==> config.mk <==
export PLATFORM = sky130hd
export DESIGN_NAME = huff_canon_encoder
export DESIGN_NICKNAME = d
export VERILOG_FILES = /design/src/rtl/huff_canon_encoder.sv
export SDC_FILE = /design/constraint.sdc
export NUM_CORES = 1
export LEC_CHECK = 0
export ABC_AREA = 1
export ABC_CLOCK_PERIOD_IN_PS = 18910
export CAP_MARGIN = 20
export CORE_UTILIZATION = 67
export CTS_BUF_LIST = sky130_fd_sc_hd__clkbuf_8
export DETAILED_ROUTE_END_ITERATION = 16
export PLACE_DENSITY = 0.89
export SETUP_SLACK_MARGIN = 0.2
export SLEW_MARGIN = 20
export SYNTH_ARGS = -nofsm -noshare
export SYNTH_HDL_FRONTEND = slang
export SYNTH_SLANG_ARGS = --single-unit
==> constraint.sdc <==
create_clock -name clk -period 18.91 [get_ports clk]
set_input_delay 5.673 -clock clk [delete_from_list [all_inputs] [get_ports clk]]
set_output_delay 5.673 -clock clk [all_outputs]
set_load 0.01 [all_outputs]
==> src/rtl/huff_canon_encoder.sv <==
// Canonical Huffman encoder. Loads N_SYM (symbol, frequency) pairs, builds
// code lengths with one two-minimum merge per cycle, assigns canonical codes
// with a fixed (length, slot) scan, then streams one record per slot.
module huff_canon_encoder #(
  parameter int unsigned N_SYM  = 4,
  parameter int unsigned SYM_W  = 8,
  parameter int unsigned FREQ_W = 3,
  parameter int unsigned LEN_W  = $clog2(N_SYM),
  parameter int unsigned CODE_W = N_SYM - 1
) (
  input  logic              clk,
  input  logic              reset,
  input  logic              in_valid,
  output logic              in_ready,
  input  logic [SYM_W-1:0]  in_sym,
  input  logic [FREQ_W-1:0] in_freq,
  output logic              out_valid,
  input  logic              out_ready,
  output logic [SYM_W-1:0]  out_sym,
  output logic [LEN_W-1:0]  out_len,
  output logic [CODE_W-1:0] out_code,
  output logic              out_err,
  output logic              done
);

  localparam int unsigned IdxW    = $clog2(N_SYM);
  // Sum of N_SYM frequencies always fits in this width.
  localparam int unsigned WeightW = FREQ_W + IdxW;
  localparam logic [IdxW-1:0]  LastSlot = IdxW'(N_SYM - 1);
  localparam logic [LEN_W-1:0] LastLen  = LEN_W'(N_SYM - 1);

  typedef enum logic [1:0] {StLoad, StBuild, StCanon, StEmit} state_e;

  state_e state_q, state_d;

  logic [SYM_W-1:0]   sym_q    [N_SYM];
  logic [WeightW-1:0] weight_q [N_SYM];
  logic [IdxW-1:0]    group_q  [N_SYM];
  logic [LEN_W-1:0]   len_q    [N_SYM];
  logic [CODE_W-1:0]  code_q   [N_SYM];
  logic [N_SYM-1:0]   active_q;
  logic [IdxW-1:0]    cnt_q;
  logic [LEN_W-1:0]   lvl_q;
  logic [CODE_W:0]    next_code_q;
  logic               err_q;
  logic               done_q;

  logic               in_fire, out_fire, last_slot;
  logic [IdxW-1:0]    m1, m2;
  logic [WeightW-1:0] m1_w, m2_w;
  logic               m1_found, m2_found;
  int unsigned        n_active;
  logic               canon_hit;
  logic [CODE_W:0]    code_inc;

  assign in_ready  = (state_q == StLoad);
  assign out_valid = (state_q == StEmit);
  assign in_fire   = in_valid && in_ready;
  assign out_fire  = out_valid && out_ready;
  assign last_slot = (cnt_q == LastSlot);
  assign out_err   = err_q;
  assign done      = done_q;

  // Two lowest-weight active groups; strict '<' keeps ties on the lowest index.
  always_comb begin
    m1       = '0;
    m2       = '0;
    m1_w     = '0;
    m2_w     = '0;
    m1_found = 1'b0;
    m2_found = 1'b0;
    n_active = 0;
    for (int i = 0; i < N_SYM; i++) begin
      if (active_q[i]) begin
        n_active = n_active + 1;
        if (!m1_found || weight_q[i] < m1_w) begin
          m1       = IdxW'(i);
          m1_w     = weight_q[i];
          m1_found = 1'b1;
        end
      end
    end
    for (int i = 0; i < N_SYM; i++) begin
      if (active_q[i] && IdxW'(i) != m1) begin
        if (!m2_found || weight_q[i] < m2_w) begin
          m2       = IdxW'(i);
          m2_w     = weight_q[i];
          m2_found = 1'b1;
        end
      end
    end
  end

  // Canonical scan step: does the current slot take a code at this length.
  always_comb begin
    canon_hit = (len_q[cnt_q] == lvl_q);
    code_inc  = next_code_q + {{CODE_W{1'b0}}, canon_hit};
  end

  // Next-state logic for the LOAD -> BUILD -> CANON -> EMIT sequence.
  always_comb begin
    state_d = state_q;
    unique case (state_q)
      StLoad:  if (in_fire && last_slot) state_d = StBuild;
      StBuild: if (n_active <= 2) state_d = StCanon;
      StCanon: if (lvl_q == LastLen && last_slot) state_d = StEmit;
      StEmit:  if (out_fire && last_slot) state_d = StLoad;
      default: state_d = StLoad;
    endcase
  end

  // State register.
  always_ff @(posedge clk or posedge reset) begin
    if (reset) state_q <= StLoad;
    else       state_q <= state_d;
  end

  // Slot table, counters and status flags.
  always_ff @(posedge clk or posedge reset) begin
    if (reset) begin
      for (int i = 0; i < N_SYM; i++) begin
        sym_q[i]    <= '0;
        weight_q[i] <= '0;
        group_q[i]  <= '0;
        len_q[i]    <= '0;
        code_q[i]   <= '0;
      end
      active_q    <= '0;
      cnt_q       <= '0;
      lvl_q       <= LEN_W'(1);
      next_code_q <= '0;
      err_q       <= 1'b0;
      done_q      <= 1'b0;
    end else begin
      done_q <= out_fire && last_slot;
      unique case (state_q)
        StLoad: begin
          if (in_fire) begin
            sym_q[cnt_q]    <= in_sym;
            weight_q[cnt_q] <= WeightW'(in_freq);
            group_q[cnt_q]  <= cnt_q;
            active_q[cnt_q] <= (in_freq != '0);
            len_q[cnt_q]    <= '0;
            code_q[cnt_q]   <= '0;
            cnt_q           <= last_slot ? '0 : cnt_q + 1'b1;
          end
        end
        StBuild: begin
          lvl_q       <= LEN_W'(1);
          next_code_q <= '0;
          if (n_active == 0) begin
            err_q <= 1'b1;
          end else if (n_active == 1) begin
            len_q[m1] <= LEN_W'(1);
          end else begin
            weight_q[m1] <= m1_w + m2_w;
            active_q[m2] <= 1'b0;
            for (int i = 0; i < N_SYM; i++) begin
              if (group_q[i] == m1 || group_q[i] == m2) begin
                len_q[i]   <= len_q[i] + 1'b1;
                group_q[i] <= m1;
              end
            end
          end
        end
        StCanon: begin
          if (canon_hit) code_q[cnt_q] <= next_code_q[CODE_W-1:0];
          if (last_slot) begin
            cnt_q       <= '0;
            lvl_q       <= lvl_q + 1'b1;
            next_code_q <= code_inc << 1;
          end else begin
            cnt_q       <= cnt_q + 1'b1;
            next_code_q <= code_inc;
          end
        end
        StEmit: begin
          if (out_fire) begin
            if (last_slot) begin
              cnt_q <= '0;
              err_q <= 1'b0;
            end else begin
              cnt_q <= cnt_q + 1'b1;
            end
          end
        end
        default: ;
      endcase
    end
  end

  // Record outputs are driven only while a record is presented.
  always_comb begin
    out_sym  = '0;
    out_len  = '0;
    out_code = '0;
    if (state_q == StEmit) begin
      out_sym  = sym_q[cnt_q];
      out_len  = len_q[cnt_q];
      out_code = code_q[cnt_q];
    end
  end

endmodule

# Word level (Yosys, flattened, before mapping)
# Index checks and enable logic that the tools add are counted.
# totals
register_bits	96
input_bits	15
elab_cells	273
# op_classes
add_sub_neg	11
order_cmp	15
eq_ne	38
n_mux	118
n_bitwise	11
reduce_logical	53
# ops
cell	count
adder 32 x 1 -> 32 bit (second input constant)	3
two-way mux 32 bit	3
two-way mux 5 bit	16
two-way mux 8 bit	10
two-way mux 20 bit	3
two-way mux 2 bit	29
bitwise mux 20 bit	2
one-hot mux 20 bit (2 select lines)	1
bitwise mux 32 bit	1
== test 32 x 1 -> 1 bit (second input constant)	1
less-or-equal comparator 32 x 2 -> 1 bit (second input constant)	1
zero test 32 bit	1
one-hot mux 8 bit (2 select lines)	2
< comparator 5 bit	6
AND reduction 4 bit	7
two-way mux 12 bit	2
one-hot mux 12 bit (2 select lines)	1
!= test 2 bit (second input constant)	11
demux 5 bit (select 2 bit)	2
two-way mux 1 bit	20
AND reduction 5 bit	4
== test 2 bit	9
binary-select mux 8 bit (select 2 bit)	1
demux 8 bit (select 2 bit)	1
44 further kinds	109

# Longest topological paths before layout
# Gate-level depths: netlist of run 1.
# depth
word_depth	37
depth_mapped	72

# Worst setup path after synthesis of run 1
# No wires, ideal clock.
# synth_path
path_type	register to register
start	reg active_q[0]
end	reg weight_q[14] in the netlist's numbering
arrival_time_ps	9078
slack_ps	9708
path_stages_with_launch	68
period_less_slack_ps	9202
cell_sequence	dfrtp_1 > buf_2 > nand2_1 > ha_1 > nand2_1 > nor2_1 > nand2_1 > nand3_1 > nand2_2 > nand2_2 > clkbuf_1 > nand3_1 > o21ai_0 > inv_1 > ha_1 > nand2_1 > nor2_1 > a211oi_1 > [32 not listed] > o21ai_0 > ha_1 > a21oi_1 > nor2_1 > a211oi_1 > nand2_2 > nand2_2 > nand2_4 > o21ai_0 > ha_1 > inv_1 > fa_1 > or2_2 > nand2_1 > a21oi_1 > xnor2_1 > xnor2_2 > o21ai_1
# synth_via
elab_chain_len	33
elab_cells_between_ends	79
cone_classes	add/sub: 4; order compare: 8; eq/ne: 6; mux: 40; bitwise: 1; reduce/logical: 20
# synth_lines
element	line_no	rtl
start: declaration	41	logic [N_SYM-1:0] active_q;
start signal: indexed assignment	142	active_q[cnt_q] <= (in_freq != '0);
two-way mux 5 bit or two-way mux 1 bit (tied branches)	74	if (active_q[i]) begin
< comparator 5 bit or zero test 1 bit (tied branches)	76	if (!m1_found || weight_q[i] < m1_w) begin
logical OR 1 bit	76	
two-way mux 5 bit or two-way mux 1 bit (tied branches)	76	
two-way mux 5 bit or two-way mux 1 bit (tied branches)	74	
< comparator 5 bit or zero test 1 bit (tied branches)	76	
logical OR 1 bit	76	
two-way mux 5 bit or two-way mux 1 bit (tied branches)	76	
[17 not listed]	-	
logical OR 1 bit	85	if (!m2_found || weight_q[i] < m2_w) begin
two-way mux 5 bit	85	
two-way mux 5 bit	84	if (active_q[i] && IdxW'(i) != m1) begin
adder 5 bit	156	weight_q[m1] <= m1_w + m2_w;
bitwise mux 20 bit	156	
two-way mux 20 bit	153	end else if (n_active == 1) begin
two-way mux 20 bit	151	if (n_active == 0) begin
one-hot mux 20 bit (2 select lines)	136	unique case (state_q)
end signal: indexed assignment	140	weight_q[cnt_q] <= WeightW'(in_freq);
end signal: indexed assignment	156	
end: declaration	37	logic [WeightW-1:0] weight_q [N_SYM];
# Parallel ways exist; a longest one is shown, timed or not. The select of a mux whose other input is x is not followed.
# A chain may end at the register's enable or synchronous reset.

# Worst setup path after layout of run 1
# layout_path
start	reg active_q[0]
end	reg weight_q[19] in the netlist's numbering
# The elaborated chain is that of the path after synthesis.

==> metrics, run 1 <==
status=finished, final reports clean; dpl hpwl=13.56 mm; final period utilization=53.90%; Vias=6409; Total GRT Usage=39.09%; sequential-to-total area share from yosys stat=36.47%; crit path launch type=flip-flop; Unique masters post-synth=40; Ant. Diodes=0; Rows=35; ANT nets after route=0; Yosys Warn Count=0; fin cells=1065; Yosys top cell area share=36.06%; clock sink total=95; total wire length=18.28 mm; Synth top cells by count=250 x nand2_1, 110 x o21ai_0, 94 x dfrtp_1; CTS clk-pin slew, worst paths=100 ps; HP Start=len_q[7]; I/O Buffers=31; drt pass-1 iters=5; crit path from=active_q[0]; final setup fails=0; share of layout cells above drive strength 1=5.769%; Layout Skew=8.875 ps; synth-to-layout area growth=9.323%; Clock Path Buffers=2; net count after synthesis=973; CTS tree=built; M2 GR Usage=64.65%; CTS resizes=0; total negative slack=0 ps; vias per cell=6.018; Syn Std Cell Area=6523 sq um; cells after synthesis=914; GR Util met3=7.004%; hold slack final=486.9 ps; grt ovf=0; Clock Tree Root=clkbuf_8; RSZ-0062 raised after global routing=false; mean routed wirelength per cell=17.16 um; CP max stage delay=570 ps; Fin. Hold Viols=0; Die W=100.7 um; placed cells=1049; largest net degree at the start of global routing=72; nets@finish=990; average size of a mapped cell=7.136 sq um; Post-synth EDFFs=0; first-iteration detailed-routing DRC count=517; leading post-synthesis cells by cell area=dfrtp_1 36%, nand2_1 14%, o21ai_0 8.4%; FF+latch count, synth=95; Chip Height=100.7 um; M1 GR Usage=49.27%; largest area contributor in the netlist=dfrtp_1; Post-synth ARST share=100.0%; Final min period=10190 ps; # IOs=32; DRC Markers=0; full die area=10130 sq um; most used routing layer in global routing=met2; CP max stage cell=dfrtp_1; Max H-tree Level=3; total core area=9328 sq um; Worst Path Arrival=10450 ps; Crit. End Element=flip-flop; Hold/Removal Path Class=reg2reg; Critical Path Most Common Cell=nand2_2; starting density of the core=69.93%; Slew HR=32.97%; main flop type after synthesis=dfrtp_1; first-pass GRT wire length=30.53 mm; initial antenna violation count=0; worst skew pair latency=370 ps; count leader, synth=nand2_1; required time of the worst setup path=19170 ps; Max Fanout on Critical Path=18; CP Class=reg2reg; Max Fclk=98.11 MHz; max-slew violation count=0; number of max-cap violations=0; cts bufs inserted=9; Worst-Margin Slew=1005 ps; cts hold-fix bufs=0; # Post-CTS Setup Buffers=0; vias in the first global route=6263; GP Congestion=1.035; R2R Path Start=active_q[0]
==> sequential cells by signal, indices dropped and copies added (netlist names), 2 cells and up <==
name,cells
active_q,4
cnt_q,2
code_q,12
group_q,8
len_q,8
lvl_q,2
next_code_q,3
state_q,2
sym_q,32
weight_q,20
==> per-layer routing <==
| metal | part of all wire, % | routed length (um) |
|---|---|---|
| met1 | 40 | 7363 |
| met2 | 48 | 8700 |
| met3 | 7.9 | 1440 |
| met4 | 4.2 | 772 |
| met5 | 0 | 0 |
==> cells in the final DEF, fill, tap and decap left out, drive strengths merged, types with 12 or more instances in the layout <==
| cell type | count |
|---|---|
| nand2 | 270 |
| o21ai | 127 |
| inv | 98 |
| dfrtp | 94 |
| nor2 | 77 |
| a21oi | 59 |
| nand3 | 50 |
| ha | 43 |
| clkdlybuf4s50 | 31 |
| o22ai | 15 |
| xor2 | 12 |
==> worst max-delay path, delay by kind of cell, from the launching register on <==
kind | cells | cell delay (ps)
XOR/XNOR | 2 | 450
AND/OR/NAND/NOR | 31 | 3230
buffers and inverters | 3 | 210
AO/OA/AOI/OAI | 17 | 3230
flip-flops | 1 | 570
adder cells (fa/ha/maj) | 8 | 2360
==> worst paths after layout <==
check	slack, ps	endpoint	depth (start not counted)
min reg2reg	490	len_q[7]	2
max in group asynchronous	12060	group_q[6]	3
max reg2reg	8720	weight_q[19]	61
min	490	len_q[7]	2
min in group asynchronous	5600	code_q[5]	2
max	8720	weight_q[19]	61
==> stage by stage <==
stage | area (sq um) | worst slack [ps] | utilization (%)
floorplan | 6523 | 9708 | -
detailed placement | 6907 | 8898 | 74.04
CTS | 7131 | 8860 | 76.45
global placement | 6907 | 9419 | 74.04
finish | 7131 | 8717 | 76.45
global route | 7131 | 7891 | 76.45
==> final cells by class <==
type,count,area (sq um)
multi-input combinational,695,3676
timing repair buffer,33,325.3
sequential,95,2379
clock inverter,6,86.33
clock buffer,10,137.6
tap,129,161.4
inverter,97,365.4
fill,732,2197
==> cell families after synthesis <==
| logic type | share of synthesized area (%) |
|---|---|
| compound gates | 19.24 |
| xor+xnor | 2.264 |
| fa+ha+maj | 8.556 |
| buf+inv | 7.174 |
| flops | 36.47 |
| simple gates | 26.30 |
Power of run 1 is not shown: default switching activity piles up to over one toggle a cycle in this logic, so the estimate is an artifact.
==> run 2: changes to the inputs <==
--- a/config.mk
+++ b/config.mk
@@ -6,12 +6,12 @@
 export NUM_CORES = 1
 export LEC_CHECK = 0
 export ABC_AREA = 1
-export ABC_CLOCK_PERIOD_IN_PS = 18910
+export ABC_CLOCK_PERIOD_IN_PS = 10390
 export CAP_MARGIN = 20
-export CORE_UTILIZATION = 67
+export CORE_UTILIZATION = 63
 export CTS_BUF_LIST = sky130_fd_sc_hd__clkbuf_8
 export DETAILED_ROUTE_END_ITERATION = 16
-export PLACE_DENSITY = 0.89
+export PLACE_DENSITY = 0.85
 export SETUP_SLACK_MARGIN = 0.2
 export SLEW_MARGIN = 20
 export SYNTH_ARGS = -nofsm -noshare
==> constraint.sdc (replaced) <==
create_clock -name clk -period 10.39 [get_ports clk]
set_input_delay 3.117 -clock clk [delete_from_list [all_inputs] [get_ports clk]]
set_output_delay 3.117 -clock clk [all_outputs]
set_load 0.01 [all_outputs]
==> run 2 against run 1 <==
Compared with the run above: global-route usage down 3.7 points; hold slack improved by 7.2 ps; critical path depth grew 5; register-to-register slack lost 7700 ps; cell count increased by 1.1%; largest cell class unchanged; clock skew increased by 0.72 ps; non-clock buffer count is 8 higher; sequential cell count stayed put; fmax increased by 9.2%.
==> metrics, run 2 (synthesis gave the netlist of run 1 again) <==
CP max stage cell=dfrtp_1; Critical Path Most Common Cell=nand2_1; Max Fanout on Critical Path=18 (unchanged); Ant. Diodes=0 (unchanged); nets@finish=998 (+0.81%); share of layout cells above drive strength 1=7.309% (+1.5 points); register area=2380 sq um (about the same); critical path capture point=weight_q[14]; Vias=6456 (+0.73%); drt pass-1 iters=5 (unchanged); worst skew pair latency=390 ps (+20 ps); # IOs=32 (unchanged); most common cell after layout, fill and taps aside=nand2_1; max-slew violation count=0 (unchanged); CP max stage delay=430 ps (-140 ps); initial antenna violation count=0 (unchanged); number of max-cap violations=0 (unchanged); CP Class=reg2reg; fin cells=1077 (+1.1%); first-iteration detailed-routing DRC count=583 (+13%); Chip Height=103.8 um (+3.1%); Worst Path Arrival=9610 ps (-840 ps); Clock Tree Root=clkbuf_8; Max H-tree Level=3 (unchanged); RSZ-0062 raised after global routing=false; CTS tree=built; R2R Path Start=weight_q[19]; vias in the first global route=6279 (+0.26%); Die W=103.8 um (+3.1%); FF-to-FF End=weight_q[14]; Largest register FFs=32 (unchanged); GP Congestion=1.058 (+2.2%); Filler cells=839 (+15%); first-pass GRT wire length=30.29 mm (-0.77%); required time of the worst setup path=10670 ps (-8500 ps); DRC Markers=0 (unchanged); total negative slack=0 ps (unchanged); footprint of the multi-input gates=3725 sq um (+1.3%); Max Fclk=107.1 MHz (+9.2%); Worst-Margin Slew=1016 ps (+10.67 ps); Total GRT Usage=35.37% (-3.7 points); final period utilization=89.82% (+36 points); clock sink total=95 (unchanged); Biggest register=sym_q; Worst R2R Path Depth=66 (+8.2%); Rows=36 (+2.9%); grt ovf=0 (unchanged); commonest cells after routing, fill and taps aside=250 x nand2_1, 96 x o21ai_0, 93 x dfrtp_1, 92 x inv_1, 75 x nor2_1; Fin. Hold Viols=0 (unchanged); Layout Skew=9.596 ps (+0.7212 ps); synth-to-layout area growth=10.68%; mean routed wirelength per cell=16.94 um (-1.3%); ANT nets after route=0 (unchanged); Crit. End Element=flip-flop; final setup fails=0 (unchanged); total core area=9910 sq um (+6.2%); I/O Buffers=31 (unchanged); status=finished, final reports clean; Slew HR=32.26% (-0.71 points); full die area=10760 sq um (+6.2%); Hold/Removal Path Class=reg2reg; CTS clk-pin slew, worst paths=110 ps (about the same); Clock Path Buffers=2 (unchanged); starting density of the core=65.82% (-4.1 points); dpl hpwl=13.45 mm (-0.74%); vias per cell=5.994 (-0.39%); cts bufs inserted=9 (unchanged); total wire length=18.25 mm (-0.16%); crit path launch type=flip-flop; top flop regs=sym_q: 32 flops, weight_q: 20 flops, code_q: 12 flops; crit path from=weight_q[19]; Final min period=9333 ps (-859.8 ps); largest net degree at the start of global routing=65 (-9.7%); flop2flop setup slack=1060 ps (-7660 ps); placed cells=1053 (+0.38%)
## run 2: worst min-delay path by stage
| stage | start | to | slack, ps | depth (start not counted) |
|---|---|---|---|---|
| after detailed placement | sym_q[3] | sym_q[3] | 470 | 2 |
| after global routing | code_q[0] | code_q[0] | 510 | 1 |
| final | sym_q[17] | sym_q[17] | 490 | 2 |
| after floorplan | len_q[7] | len_q[7] | 440 | 2 |
| after global placement | len_q[7] | len_q[7] | 460 | 2 |
| after CTS | sym_q[3] | sym_q[3] | 490 | 2 |
## run 2: per-layer routing
layer	global-route usage, %	wire length, um	vias to the layer above
li1	-	-	3068
met1	44.71	7520	3006
met2	58.44	8577	324
met3	4.594	1332	58
met4	20.61	815	0
met5	0	0	-
## run 2: layout make-up
class	count	area share, %
inverters	97	5.061
clock buffers	10	1.906
repair buffers	41	5.303
multi-input cells	695	51.59
well taps	133	2.305
flip-flops and latches	95	32.96
clock inverters	6	0.8666
## run 2: timing repair
item                       in CTS  in global routing
buffers inserted                0                  8
gates resized for setup         0                 24
hold buffers                    0                  0
setup endpoints to repair       0                 20
## run 2: through the flow
stage	setup slack, ps	hold slack, ps	utilization [%]	cell area (sq um)
final	1057	494.1	72.85	7219
after floorplan	1188	441.9	-	6523
after global routing	240.2	511.7	72.85	7219
after detailed placement	267.5	468.9	69.75	6912
after CTS	236.2	494.2	71.77	7112
after global placement	686.8	457.3	69.75	6912
## run 2: critical path, delay by kind of cell, from the launching register on
kind | cells | cell delay (ps)
simple gates | 37 | 3590
flops | 1 | 430
fa+ha+maj | 8 | 2340
xor+xnor | 2 | 470
compound gates | 16 | 2160
buf+inv | 3 | 230
Power of run 2 is left out for the same reason.
